## src/rtl/clock_pkg.sv

```systemverilog
// Shared BCD definitions used by the counter and its per-digit step logic.
package clock_pkg;

  typedef logic [3:0] bcd_digit_t;

  localparam bcd_digit_t BCD_MAX = 4'd9;
  localparam bcd_digit_t BCD_MIN = 4'd0;

  function automatic logic bcd_digit_valid(input bcd_digit_t digit);
    return digit <= BCD_MAX;
  endfunction

endpackage

```

## src/rtl/bcd_digit_step.sv

```systemverilog
// One BCD digit of an up/down ripple chain: steps the digit when cin is set
// and reports a carry (9 -> 0 going up) or borrow (0 -> 9 going down).
module bcd_digit_step
  import clock_pkg::*;
(
  input  bcd_digit_t digit,
  input  logic       up,
  input  logic       cin,
  output bcd_digit_t next_digit,
  output logic       cout
);

  // NOTE: every output of an always_comb gets a default first so no path can
  // leave it unassigned, which would otherwise infer a latch.
  always_comb begin
    next_digit = digit;
    cout       = 1'b0;
    if (cin) begin
      if (up) begin
        if (digit >= BCD_MAX) begin
          next_digit = BCD_MIN;
          cout       = 1'b1;
        end else begin
          next_digit = digit + 4'd1;
        end
      end else begin
        if (digit == BCD_MIN) begin
          next_digit = BCD_MAX;
          cout       = 1'b1;
        end else begin
          next_digit = digit - 4'd1;
        end
      end
    end
  end

endmodule

```

## src/rtl/bcd_updown_counter.sv

```systemverilog
// Modulo-MODULUS BCD up/down counter with validated synchronous load.
// Define BCD_COUNTER_SATURATE_EN to stop at the range limits instead of wrapping.
module bcd_updown_counter
  import clock_pkg::*;
#(
  parameter int DIGITS  = 2,
  parameter int MODULUS = 60
) (
  input  logic                clk,
  input  logic                reset,
  input  logic                en,
  input  logic                up,
  input  logic                load,
  input  logic [4*DIGITS-1:0] load_val,
  output logic [4*DIGITS-1:0] count,
  output logic                wrap,
  output logic                load_err
);

  localparam int W = 4 * DIGITS;

  function automatic logic [W-1:0] to_bcd(input int unsigned value);
    logic [W-1:0] result;
    int unsigned  rest;
    result = '0;
    rest   = value;
    for (int i = 0; i < DIGITS; i++) begin
      result[4*i +: 4] = 4'(rest % 10);
      rest             = rest / 10;
    end
    return result;
  endfunction

  // Valid BCD words order the same way as their decimal values, so the range
  // check is a plain unsigned compare against the top count in BCD form.
  localparam logic [W-1:0] LAST_BCD = to_bcd(MODULUS - 1);

  logic [DIGITS:0] carry;
  logic [W-1:0]    stepped;
  logic            at_limit;
  logic            load_ok;
  logic [W-1:0]    count_d;
  logic            wrap_d;
  logic            load_err_d;

  assign carry[0] = 1'b1;

  for (genvar i = 0; i < DIGITS; i++) begin : g_digit
    bcd_digit_step u_step (
      .digit      (count[4*i +: 4]),
      .up         (up),
      .cin        (carry[i]),
      .next_digit (stepped[4*i +: 4]),
      .cout       (carry[i+1])
    );
  end

  // Borrow out of the top digit means every digit was zero.
  assign at_limit = up ? (count == LAST_BCD) : carry[DIGITS];

  always_comb begin
    load_ok = (load_val <= LAST_BCD);
    for (int i = 0; i < DIGITS; i++) begin
      if (!bcd_digit_valid(load_val[4*i +: 4])) load_ok = 1'b0;
    end
  end

  always_comb begin
    count_d    = count;
    wrap_d     = 1'b0;
    load_err_d = 1'b0;
    if (load) begin
      if (load_ok) count_d = load_val;
      else         load_err_d = 1'b1;
    end else if (en) begin
      if (at_limit) begin
        wrap_d = 1'b1;
`ifdef BCD_COUNTER_SATURATE_EN
        count_d = count;
`else
        count_d = up ? '0 : LAST_BCD;
`endif
      end else begin
        count_d = stepped;
      end
    end
  end

  // NOTE: sequential state uses non-blocking assignments so every register
  // samples the pre-edge values regardless of statement order.
  always_ff @(posedge clk) begin
    if (reset) begin
      count    <= '0;
      wrap     <= 1'b0;
      load_err <= 1'b0;
    end else begin
      count    <= count_d;
      wrap     <= wrap_d;
      load_err <= load_err_d;
    end
  end

endmodule

```

## config.mk

```make
export PLATFORM = sky130hd
export DESIGN_NAME = bcd_updown_counter
export DESIGN_NICKNAME = d
export VERILOG_FILES = /design/src/rtl/clock_pkg.sv /design/src/rtl/bcd_digit_step.sv /design/src/rtl/bcd_updown_counter.sv
export SDC_FILE = /design/constraint.sdc
export NUM_CORES = 1
export LEC_CHECK = 0
export ABC_AREA = 0
export CORE_MARGIN = 2
export CORE_UTILIZATION = 53
export CTS_BUF_LIST = sky130_fd_sc_hd__clkbuf_4 sky130_fd_sc_hd__clkbuf_8
export CTS_CLUSTER_DIAMETER = 100
export DETAILED_ROUTE_END_ITERATION = 16
export PLACE_DENSITY = 0.82
export SETUP_SLACK_MARGIN = 0.2
export SYNTH_ARGS = -nofsm -noshare
export SYNTH_HDL_FRONTEND = slang
export SYNTH_HIERARCHICAL = 1
export SYNTH_SLANG_ARGS = --single-unit
```

## constraint.sdc

```tcl
create_clock -name clk -period 2.55 [get_ports clk]
set_input_delay 0.3825 -clock clk [delete_from_list [all_inputs] [get_ports clk]]
set_output_delay 0.3825 -clock clk [all_outputs]
set_load 0.01 [all_outputs]
```

After elaboration in Yosys (flattened, before gate mapping)
Index checks and enable logic that the tools add are counted.

word-level totals
  bits in registers = 10

cells by class
  reduce and logical (&&, ||, !) cells = 8
  equal/unequal tests = 2
  $lt $le $gt $ge = 5
  add/sub/neg operators = 4
  mux-type cells = 22
  bitwise operators = 2

operators by type and width
  operator                                               count
  2-to-1 mux 8 bit                                       4
  2-to-1 mux 4 bit                                       7
  2-to-1 mux 1 bit                                       10
  adder 4 x 1 -> 4 bit, second input constant            2
  == test 8 x 7 -> 1 bit, second input constant          1
  >= comparator 4 bit, second input constant             2
  <= comparator 4 bit, second input constant             2
  <= comparator 8 x 7 -> 1 bit, second input constant    1
  zero test 4 bit                                        2
  subtractor 4 x 1 -> 4 bit, second input constant       2
  2-to-1 mux 7 bit                                       1
  AND reduction 3 bit                                    1
  nonzero test 3 bit                                     1
  OR reduction 3 bit                                     1
  inequality test 2 x 1 -> 1 bit, second input constant  1
  inverter 1 bit                                         2
  AND reduction 2 bit                                    1
  nonzero test 2 bit                                     1
  OR reduction 2 bit                                     1

Logic depth before layout (Yosys ltp)
Gate-level depths: netlist (run 1).

  depth in word-level cells = 8
  gate-level depth with buffers = 12
  depth with buffers taken out = 11

Modules after synthesis
Netlist (run 1), hierarchy kept.

by module, submodules not included
  module              cells an instance  instances  area each (um^2)
  bcd_digit_step      38                 2          290.3
  bcd_updown_counter  56                 1          560.5

Worst setup path after synthesis (run 1)
No wires, ideal clock.

  path type = register to register
  from = register count[1]
  to = register count[1]
  slack = 0.145 ns
  data required time = 2.464 ns
  library setup time = 0.086 ns
  arrival time = 2.318 ns
  stages on the path, launching flop included = 13
  cells stage by stage = dfxtp_1 inv_1 ha_1 or3b_4 a21boi_2 nor2_1 buf_2 o21ai_0 nor2_1 nor2b_1 nor2_2 nand3_1 a221oi_2

between the ends
  cells in the longest elaborated chain, start to end = 8
  elaborated cells on any way between the ends = 16
  classes of those cells = add/sub: 2; order compare: 1; eq/ne: 1; mux: 11; reduce/logical: 1

RTL lines
  item                                                    RTL line                                    text
  start, declared                                         bcd_updown_counter.sv:15                    output logic [4*DIGITS-1:0] count,
  start signal, assigned                                  bcd_updown_counter.sv:97                    count <= count_d;
  >= comparator 4 bit or zero test 4 bit (tied branches)  bcd_digit_step.sv:20, bcd_digit_step.sv:27
  2-to-1 mux 1 bit (on tied branches)                     bcd_digit_step.sv:20, bcd_digit_step.sv:27
  2-to-1 mux 1 bit (*)                                    bcd_digit_step.sv:19                        if (up) begin
  via carry[1]                                            bcd_updown_counter.sv:38                    logic [DIGITS:0] carry;
  2-to-1 mux 1 bit (*)                                    bcd_digit_step.sv:18                        if (cin) begin
  via carry[2]                                            bcd_updown_counter.sv:38
  2-to-1 mux 1 bit (*)                                    bcd_updown_counter.sv:59                    assign at_limit = up ? (count == LAST_BCD) : carry[DIGITS];
  2-to-1 mux 8 bit (*)                                    bcd_updown_counter.sv:76                    if (at_limit) begin
  2-to-1 mux 8 bit (*)                                    bcd_updown_counter.sv:75                    end else if (en) begin
  2-to-1 mux 8 bit (*)                                    bcd_updown_counter.sv:72                    if (load) begin

The timed path passes the listed nets; every way through them passes the cells marked *. The select of a mux whose other input is x is not followed.
A chain may end at the register's enable or synchronous reset.

Worst setup path after layout (run 1)
  from = register count[1]
  to = register count[6]

between the ends
  cells in the longest elaborated chain, start to end = 8
  elaborated cells on any way between the ends = 13
  classes of those cells = order compare: 1; eq/ne: 1; mux: 8; reduce/logical: 3

RTL lines
  item                                                    RTL line
  >= comparator 4 bit or zero test 4 bit (tied branches)  bcd_digit_step.sv:20, bcd_digit_step.sv:27
  2-to-1 mux 1 bit (on tied branches)                     bcd_digit_step.sv:20, bcd_digit_step.sv:27
  2-to-1 mux 1 bit (*)                                    bcd_digit_step.sv:19
  via carry[1]                                            bcd_updown_counter.sv:38
  2-to-1 mux 1 bit                                        bcd_digit_step.sv:18
  2-to-1 mux 1 bit                                        bcd_updown_counter.sv:59
  2-to-1 mux 8 bit                                        bcd_updown_counter.sv:76
  2-to-1 mux 8 bit                                        bcd_updown_counter.sv:75
  2-to-1 mux 8 bit                                        bcd_updown_counter.sv:72

Marks and branches as above.

==> results.cfg, run 1 <==
[run_status]
outcome = finished clean

[power_and_ir_drop]
p_comb_frac = 0.447
p_per_area_nw_per_um2 = 361.2
seq_power_share = 0.349
power_switching_mw = 0.1850
internal-power_mw = 0.3415
clkPwrFrac = 0.204
p_leak_nw = 0.5306
ir_drop_mv = 0.2754
total_power_mw = 0.5265
p_sw_frac = 0.3513

[cts]
path_clk_slew_ns = 0.06
clockBufferDepth = 2
cts_tree = yes
clock-sinks = 10
ctsHtreeMaxLevel = 1
cts_hold_buffers = 0
clock_latency_ns = 0.26
cts_buffers = 3
root_buffer = clkbuf_4

[yosys]
yosysUniqueCellTypes = 45
ys_warn_count = 6
netlist.area_leader.share = 0.1754
synth_seq_cells = 10
yosysSeqAreaShare = 0.1754
synth_area_per_cell_um2 = 8.645
netlist_top_cells_count = inv_1 (11), dfxtp_1 (10), ha_1 (8), nand3_1 (8)
synth.area.top_cells = dfxtp_1 (18%), ha_1 (8.8%), buf_6 (4.9%)
yosysTopAreaCell = dfxtp_1
synth_edf_count = 0
syn-cell-area_um2 = 1141
syn_inst = 132
synth_fp_nets = 153
synth_ff_type = dfxtp_1
async_flop_share = 0
synth.most_common_cell = inv_1

[global_route]
overflow = 0
gr-usage-all-layers = 0.2411
antenna_found_initial = 0
grt_max_degree = 14
grt_pass1_vias = 1107
grt_pass1_wl_mm = 4.850

[placement]
routabilityCongestion = 0.8292
post-place-ws_ns = 0.1609
port_buffers = 22
dpl.hpwl_mm = 2.122

[timing]
fmax_mhz = 439.4
slew_headroom = 0.6121
clock-skew-final_ns = 0.001260
period_share = 0.8924
setup_slack_ns = 0.2743
finalCriticalPeriod_ns = 2.276
rsz0062_at_grt = no
worst_pin_slew_ns = 0.5672
slew_violations = 0
setup_viol = 0
tns_ns = 0
hold_ws_ns = 0.5224
hold_violations = 0

[finish]
antenna_cells = 0
area_growth_pct = 27.74
drive_gt1_frac = 0.3082
nets = 182

[floorplan]
chipHeight_um = 50.40
die_area_um2 = 2540
start_util = 0.5700
rows = 16
io_pins = 23
die_width_um = 50.40
coreArea_um2 = 2002

[routing]
ant_nets = 0
drt_iter0_drc = 66
via_per_inst = 6.290
dr.pass1.iters = 4
drc_errors = 0
via_count = 1170
wl_per_cell_um = 15.84
wl_mm = 2.946

[critical_path]
end_kind = flip-flop
arrival_ns = 2.41
crit_fanout = 6
start_kind = flip-flop
critical_path_required_ns = 2.68
path_class = flip-flop to flip-flop

[job]
max_cap_viol_count = 0

[min_path]
hp-class = flip-flop to flip-flop
==> state kept, by name, indices dropped and copies added, names as in the netlist <==
register,cells
count,8
load_err,1
wrap,1
==> cells by family after synthesis <==
family,Yosys count,synth area share
AO/OA/AOI/OAI,47,0.3454
AND/OR/NAND/NOR,44,0.2697
buffers and inverters,20,0.1009
flip-flops,10,0.1754
adder cells (fa/ha/maj),8,0.08772
multiplexers,2,0.01754
other,1,0.003286
==> power groups by stage <==
stage	logic, mW	registers, mW	clock network [mW]
finish	0.235	0.184	0.107
global route	0.254	0.186	0.116
CTS	0.221	0.182	0.109
detailed placement	0.218	0.185	0
global placement	0.213	0.184	0
floorplan	0.143	0.187	0
==> critical path, cell delays in order (launching register included) <==
cell	delay, ns
dfxtp_4	0.37
inv_4	0.07
ha_2	0.18
or3b_4	0.39
a21boi_2	0.16
nor2_2	0.07
buf_4	0.17
nand2_1	0.06
mux2i_1	0.07
a221o_1	0.32
o2111ai_1	0.19
a21oi_1	0.10
==> timing repair <==
item | CTS | global route
gates resized for setup | 5 | 11
buffers inserted | 0 | 2
pin swaps | 1 | 4
setup endpoints to repair | 6 | 8
==> stage by stage <==
stage          std cells  area, um2    util
2_1_floorplan        132       1142       -
3_3_place_gp         181       1386  0.6925
3_5_place_dp         181       1386  0.6925
4_1_cts              184       1421  0.7100
5_1_grt              186       1458  0.7281
6_report             186       1458  0.7281
==> cell type report <==
type / instances / area, um2
Multi-Input combinational cell: 102 / 850.8
Tap cell: 27 / 33.78
Fill cell: 154 / 544.3
Clock buffer: 3 / 22.52
Timing Repair Buffer: 32 / 295.3
Sequential cell: 10 / 207.7
Inverter: 12 / 47.55
==> routing by layer <==
metal / GRT usage / part of all wire / vias up / routed length [um]
met1: 0.3174 / 0.46 / 544 / 1349
met2: 0.4211 / 0.48 / 58 / 1416
li1: - / - / 566 / -
met4: 0.03153 / 0.0010 / 0 / 3
met5: 0 / 0 / - / 0
met3: 0.04167 / 0.060 / 2 / 176
==> path summary, 6_finish.rpt <==
path                                            start                     to  slack [ns]  depth (start not counted)
worst max-delay path            count[1]$_SDFFE_PP0P_  count[6]$_SDFFE_PP0P_        0.27                         11
worst min-delay path            count[1]$_SDFFE_PP0P_  count[1]$_SDFFE_PP0P_        0.52                          2
worst max register to register  count[1]$_SDFFE_PP0P_  count[6]$_SDFFE_PP0P_        0.27                         11
worst min register to register  count[1]$_SDFFE_PP0P_  count[1]$_SDFFE_PP0P_        0.52                          2
==> cells in the final DEF (no fill, tap or decap), types with 2 or more instances in the layout <==
cell type        instances
clkdlybuf4s50_1         22
buf_4                   10
inv_1                    8
nand3_1                  8
a21oi_1                  7
o21ai_0                  7
ha_1                     7
dfxtp_1                  6
nor2_1                   5
o2111ai_1                4
a32oi_1                  4
nand2_1                  4
a31o_2                   4
inv_2                    3
nand2b_1                 3
a221oi_2                 3
clkbuf_4                 3
dfxtp_2                  3
nor2b_4                  2
nor3b_2                  2
nor2_2                   2
or3b_4                   2
a21boi_2                 2
mux2i_1                  2
a2111oi_0                2
a221o_1                  2
o32ai_1                  2
or4b_1                   2
nand3b_1                 2
o22ai_1                  2
or2_2                    2
and2b_2                  2
nor4b_1                  2
a311o_1                  2
No activity file was read; power rests on OpenSTA's default activity.
==> run 2, diff against run 1 <==
--- a/config.mk
+++ b/config.mk
@@ -5,7 +5,7 @@
 export SDC_FILE = /design/constraint.sdc
 export NUM_CORES = 1
 export LEC_CHECK = 0
-export ABC_AREA = 0
+export ABC_AREA = 1
 export CORE_MARGIN = 2
 export CORE_UTILIZATION = 53
 export CTS_BUF_LIST = sky130_fd_sc_hd__clkbuf_4 sky130_fd_sc_hd__clkbuf_8
==> results.cfg, run 2 <==
[run_status]
outcome = finished clean

[global_route]
grt_max_degree = 13
overflow = 0
grt_pass1_wl_mm = 4.968
grt_pass1_vias = 1220
antenna_found_initial = 0
gr-usage-all-layers = 0.2477

[timing]
period_share = 0.8038
finalCriticalPeriod_ns = 2.050
hold_violations = 0
setup_viol = 0
clock-skew-final_ns = 0.0005203
slew_violations = 0
tns_ns = 0
rsz0062_at_grt = no
setup_slack_ns = 0.5003
fmax_mhz = 487.9

[min_path]
hold_start = count[1]$_SDFFE_PP0P_
holdPathStages = 2
hp-class = flip-flop to flip-flop
hold_end = count[1]$_SDFFE_PP0P_

[critical_path]
path_cells = inv_1, ha_1, nand3_2, nand2_2, nand2_2, nor2_1, nand2_2, nor2_1, inv_1, nor2_1, nor2_2, nand2_1, nor2_1, nor2_1, nor2_1
reg2regPathDepth = 15
end_kind = flip-flop
crit_path_top_delay_cell = dfxtp_2
arrival_ns = 2.22
slowest_delay_ns = 0.37
critical_path_required_ns = 2.72
timing.rr.start = count[1]$_SDFFE_PP0P_
start_kind = flip-flop
worstReg2RegEnd = count[2]$_SDFFE_PP0P_
crit_family = simple AND/OR/NAND/NOR gates
path_class = flip-flop to flip-flop
crit_fanout = 8
cp.buffers_inverters = 2
reg2reg_slack_ns = 0.50
critPathMostFrequentCell = nor2_1

[power_and_ir_drop]
ir_drop_mv = 0.4441
p_leak_nw = 0.7379
p_per_area_nw_per_um2 = 412.7

[finish]
area_growth_pct = 27.87
nFillCells = 166
drive_gt1_frac = 0.1556
antenna_cells = 0
largestRegisters = count: 8 flops, load_err: 1 flops, wrap: 1 flops
final_cell_mix = nand2_1 (57), inv_1 (24), clkdlybuf4s50_1 (22)
nets = 247
largest_reg_flops = 8
final_common_cell = nand2_1
regMostFlops = count

[yosys]
yosysSeqAreaShare = 0.1715
syn_inst = 190
netlist.area_leader.share = 0.1833
ys_warn_count = 6
yosysTopAreaCell = nand2_1
async_flop_share = 0
synth_ff_type = dfxtp_1
synth_seq_cells = 10
synth_edf_count = 0
syn-cell-area_um2 = 1167
synth_area_per_cell_um2 = 6.144
yosysUniqueCellTypes = 26
synth.most_common_cell = nand2_1
netlist_top_cells_count = nand2_1 (57), inv_1 (24), nor2_1 (17)
synth.area.top_cells = nand2_1 (18%), dfxtp_1 (17%), ha_1 (8.6%)

[cts]
root_buffer = clkbuf_4
cts_buffers = 3
cts_resized = 0
clock-sinks = 10
path_clk_slew_ns = 0.07
clockBufferDepth = 2
clock_latency_ns = 0.27
postCtsSetupRepairBufs = 0
cts_hold_buffers = 0
cts_tree = yes
ctsHtreeMaxLevel = 1

[floorplan]
start_util = 0.5774
die_area_um2 = 2594
rows = 16
chipHeight_um = 50.93
die_width_um = 50.93
io_pins = 23
coreArea_um2 = 2022

[routing]
ant_nets = 0
dr.pass1.iters = 4
via_per_inst = 5.210
wl_mm = 2.945
wl_per_cell_um = 11.69
drc_errors = 0
via_count = 1313
drt_iter0_drc = 55

[placement]
dpl.hpwl_mm = 2.262
post-place-ws_ns = 0.4001
port_buffers = 22
routabilityCongestion = 0.8807

[job]
max_cap_viol_count = 0
## run 2: power by group
group / total, mW / internal (mW) / switching [mW] / leakage [nW]
Sequential: 0.196 / 0.169 / 0.0270 / 0.0829
Clock: 0.149 / 0.0869 / 0.0618 / 0.0210
Combinational: 0.271 / 0.119 / 0.152 / 0.634
## run 2: area by class of cell
type	count	area, um2	area share
clock buffer	4	36.28	0.02431
sequential	10	201.4	0.1350
timing repair buffer	25	242.7	0.1626
inverter	27	101.3	0.06790
multi-input combinational	159	877.1	0.5876
tap	27	33.78	0.02263
## run 2: cell families (layout without fill, tap and decap cells)
logic type	count (synthesis)	after routing	share of synthesized area
buf+inv	28	56	0.09968
other cells	1	8	0.003212
flops	10	10	0.1715
compound gates	30	30	0.1554
simple gates	111	111	0.4695
fa+ha+maj	8	8	0.08575
xor+xnor	2	2	0.01501
## run 2: layer usage
layer,up-vias,GRT usage,wire (um)
li1,676,-,-
met3,5,0.02924,164
met1,586,0.2883,1332
met4,0,0.1036,43
met2,46,0.4524,1404
met5,-,0,0
## run 2: worst max path at each step
stage / startpoint / to / slack, ns / cells after the start
after floorplan: count[0]$_SDFFE_PP0P_ / count[2]$_SDFFE_PP0P_ / 0.43 / 14
after global placement: up / count[1]$_SDFFE_PP0P_ / 0.44 / 14
after detailed placement: up / count[2]$_SDFFE_PP0P_ / 0.40 / 14
after CTS: count[1]$_SDFFE_PP0P_ / count[2]$_SDFFE_PP0P_ / 0.44 / 14
after global routing: count[1]$_SDFFE_PP0P_ / count[1]$_SDFFE_PP0P_ / 0.26 / 15
final: count[1]$_SDFFE_PP0P_ / count[2]$_SDFFE_PP0P_ / 0.50 / 15
## run 2: tightest hold or removal path, stage by stage, from the launching register on
cell and delay (ns):
dfxtp_2 0.37, o21ai_1 0.14, nor2_1 0.04
## run 2: through the flow
stage	power (mW)	cells	area (um2)	hold WS, ns	util
finish	0.6160	252	1493	0.5800	0.7382
global route	0.6571	252	1493	0.6298	0.7382
CTS	0.6101	252	1491	0.6263	0.7376
detailed placement	0.4650	248	1455	0.6171	0.7197
global placement	0.4549	248	1455	0.6036	0.7197
floorplan	0.3741	197	1194	0.4553	-
==> run 3, diff against run 2 <==
==> constraint.sdc (replaced) <==
create_clock -name clk -period 2.1 [get_ports clk]
set_input_delay 0.315 -clock clk [delete_from_list [all_inputs] [get_ports clk]]
set_output_delay 0.315 -clock clk [all_outputs]
set_load 0.01 [all_outputs]
==> results.cfg, run 3 (synthesis results as in run 2) <==
[finish]
layoutNonFillerInstCount = 264
final_core_util = 0.8385
final_common_cell = nand2_1
final_cell_mix = nand2_1 (55), clkdlybuf4s50_1 (22), inv_1 (19)
nFillCells = 140
nets = 259
regMostFlops = count
largestRegisters = count: 8 flops, load_err: 1 flops, wrap: 1 flops
largest_reg_flops = 8
drive_gt1_frac = 0.2743
antenna_cells = 0
final_area_um2 = 1695
area_growth_pct = 45.23

[critical_path]
arrival_ns = 1.54
critical_path_required_ns = 1.78
start_kind = flip-flop
timing.rr.start = count[0]$_SDFFE_PP0P_
end_kind = output pin
cp-startpoint = count[3]$_SDFFE_PP0P_
path_class = flip-flop to output pin
crit_fanout = 6

[cts]
cts_buffers = 3
ctsHtreeMaxLevel = 1
clockBufferDepth = 2
clock_latency_ns = 0.27
cts_hold_buffers = 0
cts_tree = yes
path_clk_slew_ns = 0.07
root_buffer = clkbuf_4
clock-sinks = 10

[routing]
drc_errors = 0
dr.pass1.iters = 7
wl_per_cell_um = 12.86
via_per_inst = 5.246
drt_iter0_drc = 31
ant_nets = 0
via_count = 1385
wl_mm = 3.396

[timing]
slew_violations = 0
setup_viol = 0
finalCriticalPeriod_ns = 1.850
fmax_mhz = 540.4
hold_ws_ns = 0.5911
tns_ns = 0
setup_slack_ns = 0.2497
rsz0062_at_grt = yes
clock-skew-final_ns = 0.004264
period_share = 0.8811
hold_violations = 0

[floorplan]
rows = 16
io_pins = 23
die_width_um = 50.93
coreArea_um2 = 2022
die_area_um2 = 2594
chipHeight_um = 50.93
start_util = 0.5774

[global_route]
gr-usage-all-layers = 0.2508
grt_pass1_vias = 1208
grt_max_degree = 13
grt_pass1_wl_mm = 5.126
overflow = 0
antenna_found_initial = 0

[min_path]
hp-class = flip-flop to flip-flop
hold_start = count[7]$_SDFFE_PP0P_

[power_and_ir_drop]
total_power_mw = 0.8107
p_per_area_nw_per_um2 = 478.2
p_leak_nw = 0.8115
ir_drop_mv = 0.4176

[placement]
routabilityCongestion = 0.9388
placed_cell_area_um2 = 1515
dpl.hpwl_mm = 2.380
port_buffers = 22
post-place-ws_ns = 0.04735
place_inst = 255

[job]
max_cap_viol_count = 0

[run_status]
outcome = finished clean
-- run 3: final timing paths --
kind / slack [ns] / depth (start not counted) / endpoint
max: 0.25 / 2 / count[3]
min: 0.59 / 2 / count[7]$_SDFFE_PP0P_
max reg2reg: 0.28 / 14 / count[6]$_SDFFE_PP0P_
min reg2reg: 0.59 / 2 / count[7]$_SDFFE_PP0P_
-- run 3: cell type report --
| cell class | instances | area, um2 | area share |
|---|---|---|---|
| Sequential cell | 10 | 205.2 | 0.1210 |
| Inverter | 27 | 108.9 | 0.06421 |
| Tap cell | 27 | 33.78 | 0.01993 |
| Timing Repair Buffer | 37 | 336.6 | 0.1985 |
| Multi-Input combinational cell | 159 | 980.9 | 0.5786 |
| Clock buffer | 4 | 30.03 | 0.01771 |
-- run 3: power breakdown --
group          total, mW  internal [mW]  switching (mW)  leakage [nW]
Clock              0.156         0.0865          0.0697        0.0184
Sequential         0.225          0.205          0.0201        0.0835
Combinational      0.429          0.192           0.237         0.710
Total              0.811          0.484           0.327         0.811
-- run 3: worst max-delay path, cell delays in order, from the launching register on --
cell	delay, ns
dfxtp_1	0.53
buf_4	0.21
clkdlybuf4s50_1	0.53
-- run 3: what timing repair did --
action / CTS / global route
gates resized for setup: 7 / 25
pin swaps: 1 / 12
endpoints found under the setup margin: 8 / 8
buffers inserted: 0 / 5
-- run 3: per-layer routing --
metal | part of all wire | track usage | wire [um] | up-vias
li1 | - | - | - | 698
met1 | 0.45 | 0.3225 | 1537 | 633
met2 | 0.49 | 0.4459 | 1678 | 49
met3 | 0.044 | 0.01754 | 148 | 5
met4 | 0.0091 | 0.07207 | 31 | 0
met5 | 0 | 0 | 0 | -
